**src/rtl/pipe_hazard_ctrl.sv**
```systemverilog
// Pipeline hazard controller: per-stage stalls, bubbles, flush and MDU start/wait/done sequencing.
// Optional stall performance counters are built when STALL_PERF_EN is defined.
module pipe_hazard_ctrl #(
    parameter int MDU_TIMEOUT = 64
) (
    input  logic       clk,
    input  logic       rst,
    input  logic [4:0] id_rs,
    input  logic [4:0] id_rt,
    input  logic       id_use_rs,
    input  logic       id_use_rt,
    input  logic       ex_is_load,
    input  logic [4:0] ex_rd,
    input  logic       ex_mdu_req,
    input  logic       mdu_done,
    input  logic       me_exc,
    output logic [4:0] stall,
    output logic       bubble_ex,
    output logic       bubble_me,
    output logic       flush,
    output logic       mdu_start,
    output logic       mdu_abort,
    output logic       mdu_err,
    output logic [1:0] state
`ifdef STALL_PERF_EN
    ,
    output logic [31:0] perf_lu,
    output logic [31:0] perf_mdu,
    output logic [15:0] perf_exc
`endif
);

    typedef enum logic [1:0] {
        S_IDLE = 2'd0,
        S_WAIT = 2'd1,
        S_DONE = 2'd2
    } fsm_t;

    localparam logic [7:0] TO_LAST = 8'(MDU_TIMEOUT - 1);

    fsm_t       cur, nxt;
    logic [7:0] cnt, cnt_nxt;
    logic       lu;
    logic [4:0] stall_c;
    logic       bex_c, bme_c, flush_c, start_c, abort_c, err_c;

    always_ff @(posedge clk) begin
        if (!rst) begin
            cur <= S_IDLE;
            cnt <= 8'd0;
        end else begin
            cur <= nxt;
            cnt <= cnt_nxt;
        end
    end

    always_comb begin
        nxt     = cur;
        cnt_nxt = cnt;
        stall_c = 5'b00000;
        bex_c   = 1'b0;
        bme_c   = 1'b0;
        flush_c = 1'b0;
        start_c = 1'b0;
        abort_c = 1'b0;
        err_c   = 1'b0;
        lu = ex_is_load && (ex_rd != 5'd0) &&
             ((id_use_rs && (id_rs == ex_rd)) || (id_use_rt && (id_rt == ex_rd)));

        case (cur)
            S_IDLE: begin
                if (ex_mdu_req) begin
                    start_c      = 1'b1;
                    stall_c[2:0] = 3'b111;
                    bme_c        = 1'b1;
                    nxt          = S_WAIT;
                    cnt_nxt      = 8'd0;
                end
            end
            S_WAIT: begin
                stall_c[2:0] = 3'b111;
                bme_c        = 1'b1;
                if (mdu_done) begin
                    nxt = S_DONE;
                end else if (cnt == TO_LAST) begin
                    err_c   = 1'b1;
                    abort_c = 1'b1;
                    nxt     = S_DONE;
                end else begin
                    cnt_nxt = cnt + 8'd1;
                end
            end
            S_DONE:  nxt = S_IDLE;
            default: nxt = S_IDLE;
        endcase

        // Load-use holds IF/ID; the EX bubble is only needed when EX itself is not held.
        if (lu) begin
            stall_c[1:0] = 2'b11;
            bex_c        = !stall_c[2];
        end

        if (me_exc) begin
            flush_c = 1'b1;
            stall_c = 5'b00000;
            bex_c   = 1'b0;
            bme_c   = 1'b0;
            start_c = 1'b0;
            err_c   = 1'b0;
            abort_c = (cur == S_WAIT);
            nxt     = S_IDLE;
            cnt_nxt = 8'd0;
        end
    end

    // Everything is silenced while reset is held.
    assign stall     = rst ? stall_c : 5'b00000;
    assign bubble_ex = rst & bex_c;
    assign bubble_me = rst & bme_c;
    assign flush     = rst & flush_c;
    assign mdu_start = rst & start_c;
    assign mdu_abort = rst & abort_c;
    assign mdu_err   = rst & err_c;
    assign state     = rst ? cur : S_IDLE;

`ifdef STALL_PERF_EN
    always_ff @(posedge clk) begin
        if (!rst) begin
            perf_lu  <= 32'd0;
            perf_mdu <= 32'd0;
            perf_exc <= 16'd0;
        end else begin
            if (lu && !me_exc) perf_lu  <= perf_lu + 32'd1;
            if (stall_c[2])    perf_mdu <= perf_mdu + 32'd1;
            if (flush_c)       perf_exc <= perf_exc + 16'd1;
        end
    end
`endif

endmodule
```
**config.mk**
```make
export PLATFORM = sky130hd
export DESIGN_NAME = pipe_hazard_ctrl
export DESIGN_NICKNAME = d
export VERILOG_FILES = /design/src/rtl/pipe_hazard_ctrl.sv
export SDC_FILE = /design/constraint.sdc
export NUM_CORES = 1
export LEC_CHECK = 0
export CAP_MARGIN = 20
export CELL_PAD_IN_SITES_DETAIL_PLACEMENT = 0
export CELL_PAD_IN_SITES_GLOBAL_PLACEMENT = 2
export CORE_ASPECT_RATIO = 0.7
export CORE_UTILIZATION = 23
export CTS_CLUSTER_SIZE = 12
export DETAILED_ROUTE_END_ITERATION = 16
export PLACE_DENSITY = 0.85
export SLEW_MARGIN = 20
export SYNTH_ARGS = -nofsm -noshare
export SYNTH_HDL_FRONTEND = slang
export SYNTH_SLANG_ARGS = --single-unit
```
**constraint.sdc**
```tcl
create_clock -name clk -period 1.7 [get_ports clk]
set_input_delay 0.34 -clock clk [delete_from_list [all_inputs] [get_ports clk]]
set_output_delay 0.34 -clock clk [all_outputs]
set_load 0.01 [all_outputs]
```
==> flow_summary.json, run 1 <==
{
  "via_count": 916,
  "fp.dieArea_um2": 3793,
  "tritoncts_num_sinks": 10,
  "detail_route.vias_per_cell": 4.468,
  "grt_pass1_vias": 936,
  "ant_cells": 0,
  "floorplan.io_pins": 36,
  "start_util_pct": 25.07,
  "wirelength_routed_mm": 2.650,
  "all_layer_gr_usage_pct": 14.92,
  "finalHoldViolCount": 0,
  "final-instance-count-excl-fill": 205,
  "clkLatencyLatePin_ns": 0.23,
  "post-dp-hpwl_mm": 2.117,
  "antenna_found_initial": 0,
  "die_w_um": 73.18,
  "remaining_number_of_nets_flagged_by_the_antenna_check_after_routing": 0,
  "syn_area_per_cell_um2": 8.772,
  "drt_iter0_drc": 16,
  "count_of_different_cell_masters_after_synthesis": 41,
  "dpl_worst_slack_ns": -0.8808,
  "cts_max_level": 1,
  "grt_overflow": 0,
  "post_route_cells_drive_above_1_share_pct": 49.37,
  "core_region_area_um2": 3254,
  "cellLeakagePower_nw": 0.7213,
  "yosys_warnings": 0,
  "area_taken_by_multi_input_logic_gates_um2": 681.9,
  "synth_commonest_cells": "10 x sky130_fd_sc_hd__dfxtp_1, 8 x sky130_fd_sc_hd__nor3_1, 8 x sky130_fd_sc_hd__xor2_1",
  "critPathRequiredTime_ns": 1.36,
  "area_growth_pct": 86.04,
  "remaining_drc_errors": 0,
  "clkTransAtPathRegs_ns": 0.05,
  "synth-async-reset-ratio_pct": 0,
  "finClkSkew_ns": 0.004493,
  "yosys_most_used_dff": "sky130_fd_sc_hd__dfxtp_1",
  "synth_top_cells_by_area": "sky130_fd_sc_hd__dfxtp_1 25%, sky130_fd_sc_hd__xor2_1 8.6%, sky130_fd_sc_hd__nor3_1 4.9%, sky130_fd_sc_hd__a211o_1 4.3%, sky130_fd_sc_hd__buf_4 3.7%",
  "synth_edf_count": 0,
  "slew_violations": 0,
  "outcome": "finished with violations",
  "synthCells": 93,
  "fin_worst_hold_slack_ns": 0.5728,
  "postLayoutCoreUtil_pct": 46.64,
  "post_synth_instance_area_um2": 815.8,
  "placement_rows": 17,
  "shortest_clock_period_the_worst_path_allows_after_layout_ns": 1.825,
  "gp_routability_congestion": 0.7634,
  "postCtsHoldBufs": 0,
  "cp.arrival_ns": 1.49,
  "hold_path_class": "reg -> reg",
  "ys_ff_latch": 10,
  "detailed_place.area_um2": 1394,
  "dieHeight_um": 51.83,
  "critical_path.startpoint": "ex_rd[3]",
  "violations": "setup timing",
  "ir_worst_vdd_mv": 0.2797,
  "total_power_uw": 723.4,
  "share_of_yosys_cell_area_claimed_by_the_top_area_cell_type_pct": 24.54,
  "cts_buffer_depth": 2,
  "cts_inserted_buffers": 3,
  "final.fill_count": 320,
  "final-setup-viol-count": 3,
  "r2r-start": "cnt[1]$_SDFFE_PP0P_",
  "crit_type": "in -> out",
  "postLayoutSetupSlackWorst_ns": -0.1251,
  "synth_seq_area_share_pct": 24.54,
  "ff_latch_area_um2": 203.9,
  "first_pass_iteration_count_of_the_detailed_router": 4,
  "launching_element_type_of_the_critical_path": "primary input",
  "cp-end-kind": "output port",
  "grt_pass1_wl_mm": 4.222,
  "cts_tree": "yes",
  "grt_setup_unrepaired": "yes",
  "min_period_over_period_pct": 107.4,
  "routedWlPerCell_um": 12.93,
  "maxCapViolations": 0,
  "placed_cells": 198,
  "total_number_of_nets_in_the_final_design": 183,
  "buffer_ports.inserted": 33,
  "synthDominantAreaCellType": "sky130_fd_sc_hd__dfxtp_1",
  "fmaxAchievable_mhz": 547.9,
  "clock_tree.root_cell": "sky130_fd_sc_hd__clkbuf_8",
  "pin_count_of_the_biggest_net_entering_global_routing": 7,
  "powerDensity_nw_per_um2": 476.7,
  "layout.cell_area.non_filler_um2": 1518,
  "post-synth-top-count-cell": "sky130_fd_sc_hd__dfxtp_1",
  "final.setup.tns_ns": -0.3434,
  "origin_of_the_worst_min_delay_path": "cnt[7]$_SDFFE_PP0P_",
  "critical_path_peak_fanout": 2
}
-- cells in the final DEF (no fill, tap or decap), types with 4 or more instances in the layout --
cell                            instances
sky130_fd_sc_hd__dfxtp_1                7
sky130_fd_sc_hd__clkbuf_8               4
sky130_fd_sc_hd__and2_1                 5
sky130_fd_sc_hd__buf_2                 10
sky130_fd_sc_hd__and3_1                 4
sky130_fd_sc_hd__a211o_1                4
sky130_fd_sc_hd__nand2_1                4
sky130_fd_sc_hd__xor2_1                 6
sky130_fd_sc_hd__buf_6                  5
sky130_fd_sc_hd__nor3_1                 6
sky130_fd_sc_hd__dlygate4sd2_1         14
sky130_fd_sc_hd__buf_4                 28
-- state kept, by name (all words and copies together) (netlist names) --
register / cells
cnt: 8
cur: 2
-- what timing repair did --
action                     CTS  global route
buffers inserted             3             1
setup endpoints to repair   11             6
resized for setup           97             7
pin swaps                   18             6
-- power breakdown --
group	switching [mW]	internal, mW	total [mW]
registers	0.00214	0.237	0.239
logic	0.0827	0.105	0.187
clock network	0.0933	0.204	0.297
total	0.178	0.545	0.723
-- final timing paths --
path / end / slack (ns) / depth (start not counted)
worst min-delay path: cnt[7]$_SDFFE_PP0P_ / 0.57 / 2
worst max register to register: cnt[4]$_SDFFE_PP0P_ / 0.10 / 7
worst max-delay path: stall[1] / -0.13 / 5
worst min register to register: cnt[7]$_SDFFE_PP0P_ / 0.57 / 2
-- critical path, stage by stage --
cell and delay (ns):
sky130_fd_sc_hd__buf_8 0.10, sky130_fd_sc_hd__or4_4 0.53, sky130_fd_sc_hd__o211ai_1 0.24, sky130_fd_sc_hd__o21bai_1 0.13, sky130_fd_sc_hd__buf_2 0.15
-- final cells by class --
cell class | instances | area share [%]
multi-input cells | 79 | 44.93
repair buffers | 64 | 33.88
flip-flops and latches | 10 | 13.44
well taps | 47 | 3.875
clock buffers | 4 | 3.627
inverters | 1 | 0.2473
-- cell families (layout without fill, tap and decap cells) --
kind of cell / Yosys count / in the layout / share of synthesized area (%)
buffers and inverters: 5 / 69 / 4.141
other: 1 / 2 / 0.4597
AOI/OAI and AO/OA: 20 / 20 / 20.40
DFF: 10 / 10 / 24.54
and+or+nand+nor: 46 / 46 / 38.19
adders and majority gates: 1 / 1 / 1.533
xor gates and xnor gates: 10 / 10 / 10.74
-- metal layers --
| metal | wire, um | vias to the layer above | global-route usage (%) |
|---|---|---|---|
| met5 | 0 | - | 0 |
| met4 | 15 | 0 | 2.941 |
| met3 | 86 | 2 | 2.907 |
| met2 | 1345 | 24 | 26.39 |
| met1 | 1203 | 421 | 18.87 |
| li1 | - | 469 | - |
Power figures use the tool's default switching activity.
==> inputs of run 2 (changes only) <==
CORE_MARGIN = 5   (was not set)
==> flow_summary.json, run 2 (synthesis results as in run 1) <==
{
  "outcome": "finished with violations",
  "violations": "setup timing",
  "gp_routability_congestion": 0.7895,
  "cp-end-kind": "output port",
  "drt_iter0_drc": 22,
  "layout.cells.most_common_list": "30 x sky130_fd_sc_hd__buf_4, 15 x sky130_fd_sc_hd__buf_2, 11 x sky130_fd_sc_hd__dlygate4sd2_1",
  "antenna_found_initial": 0,
  "top_signal_layer_used": "met4",
  "area_growth_pct": 78.68,
  "finalHoldViolCount": 0,
  "grt_overflow": 0,
  "wirelength_routed_mm": 2.628,
  "postLayoutCoreUtil_pct": 42.03,
  "cp.arrival_ns": 1.48,
  "start_util_pct": 23.52,
  "via_count": 909,
  "final_common_cell": "sky130_fd_sc_hd__buf_4",
  "shortest_clock_period_the_worst_path_allows_after_layout_ns": 1.824,
  "crit_type": "in -> out",
  "critical_path_peak_fanout": 2,
  "final.setup.tns_ns": -0.3377,
  "powerDensity_nw_per_um2": 490.6,
  "met1_length_mm": 1.318,
  "dieHeight_um": 59.83,
  "cts_tree": "yes",
  "clkTransAtPathRegs_ns": 0.05,
  "detail_route.vias_per_cell": 4.391,
  "min_period_over_period_pct": 107.3,
  "cts_buffer_depth": 2,
  "slew_violations": 0,
  "ant_cells": 0,
  "cts_inserted_buffers": 3,
  "buffer_ports.inserted": 33,
  "grt_setup_unrepaired": "yes",
  "top_register": "cnt",
  "core_region_area_um2": 3468,
  "ir_worst_vdd_mv": 0.1696,
  "cts_max_level": 1,
  "maxCapViolations": 0,
  "remaining_drc_errors": 0,
  "all_layer_gr_usage_pct": 11.55,
  "grt_pass1_wl_mm": 4.436,
  "crit_family": "simple AND/OR/NAND/NOR gates",
  "grt_pass1_vias": 1001,
  "total_number_of_nets_in_the_final_design": 182,
  "finClkSkew_ns": 0.0002572,
  "fin_worst_hold_slack_ns": 0.5871,
  "regToRegSetupSlack_ns": 0.10,
  "clkLatencyLatePin_ns": 0.24,
  "pin_count_of_the_biggest_net_entering_global_routing": 7,
  "cell_by_cell_listing_of_the_critical_path": "buf_8 > or4_1 > o211ai_1 > o21bai_1 > buf_2",
  "post-dp-hpwl_mm": 2.188,
  "post_route_cells_drive_above_1_share_pct": 47.77,
  "floorplan.io_pins": 36,
  "fp.dieArea_um2": 4857,
  "critPathBufInv": 2,
  "final-instance-count-excl-fill": 207,
  "postCtsHoldBufs": 0,
  "remaining_number_of_nets_flagged_by_the_antenna_check_after_routing": 0,
  "die_w_um": 81.18,
  "cellLeakagePower_nw": 0.6917,
  "final-setup-viol-count": 3,
  "tritoncts_num_sinks": 10,
  "hold_path_class": "reg -> reg",
  "timing.critical_path.slowest_stage_cell": "sky130_fd_sc_hd__or4_1",
  "critPathRequiredTime_ns": 1.36,
  "fmaxAchievable_mhz": 548.1,
  "placement_rows": 18,
  "reg_top3": "cnt (8), cur (2)",
  "postLayoutSetupSlackWorst_ns": -0.1243,
  "timing.critical_path.slowest_cell_delay_ns": 0.50,
  "first_pass_iteration_count_of_the_detailed_router": 4,
  "clock_tree.root_cell": "sky130_fd_sc_hd__clkbuf_8",
  "detailroute.wirelength.met3_um": 70,
  "routedWlPerCell_um": 12.70,
  "placed_cells": 201,
  "launching_element_type_of_the_critical_path": "primary input",
  "dpl_worst_slack_ns": -0.9166,
  "largest_register_ffs": 8,
  "met2_wirelength_mm": 1.219
}
## run 2: cell count changes in the layout (fill, tap and decap cells not counted), moves of 2 or more
cell	before	now
sky130_fd_sc_hd__buf_2	10	15
sky130_fd_sc_hd__buf_6	5	1
sky130_fd_sc_hd__dlygate4sd2_1	14	11
sky130_fd_sc_hd__buf_4	28	30
sky130_fd_sc_hd__clkdlybuf4s15_2	0	2
sky130_fd_sc_hd__xor2_1	6	8
sky130_fd_sc_hd__xor2_2	2	0
## run 2: area by class of cell
type                    instances  area, um^2
clock buffers                   4       55.05
fillers                       378        2011
repair buffers                 63       475.5
multi-input cells              79       658.1
inverters                       1       3.754
flip-flops and latches         10       202.7
well taps                      50       62.56
## run 2: report_power, final
| group | switching (mW) | leakage, nW | internal [mW] |
|---|---|---|---|
| Combinational | 0.0774 | 0.581 | 0.0949 |
| Sequential | 0.00293 | 0.0817 | 0.237 |
| Clock | 0.0991 | 0.0288 | 0.204 |
## run 2: final timing paths
path | to | startpoint | depth (start not counted)
max reg2reg | cnt[4]$_SDFFE_PP0P_ | cnt[1]$_SDFFE_PP0P_ | 7
max | stall[1] | ex_rd[3] | 5
min | cnt[7]$_SDFFE_PP0P_ | cnt[7]$_SDFFE_PP0P_ | 2
min reg2reg | cnt[7]$_SDFFE_PP0P_ | cnt[7]$_SDFFE_PP0P_ | 2
## run 2: worst min-delay path, stage by stage, from the launching register on
cell and delay, ns:
sky130_fd_sc_hd__dfxtp_1 0.34, sky130_fd_sc_hd__buf_4 0.12, sky130_fd_sc_hd__a211o_1 0.10
## run 2: what timing repair did
action	4_1_cts	5_1_grt
setup buffers	2	0
gates resized for setup	103	1
pin swaps	19	2
setup endpoints to repair	11	3
## run 2: per-layer routing
| layer | vias to the layer above | global-route usage [%] |
|---|---|---|
| li1 | 469 | - |
| met1 | 420 | 15.66 |
| met2 | 18 | 18.36 |
| met3 | 2 | 2.108 |
| met4 | 0 | 4.096 |
| met5 | - | 0 |
## run 2: per-stage QoR
| stage | instance area, um^2 | total power, mW |
|---|---|---|
| after global routing | 1458 | 0.7528 |
| after floorplan | 824.5 | 0.3117 |
| after global placement | 1398 | 0.4211 |
| final | 1458 | 0.7151 |
| after CTS | 1464 | 0.7277 |
| after detailed placement | 1398 | 0.4231 |
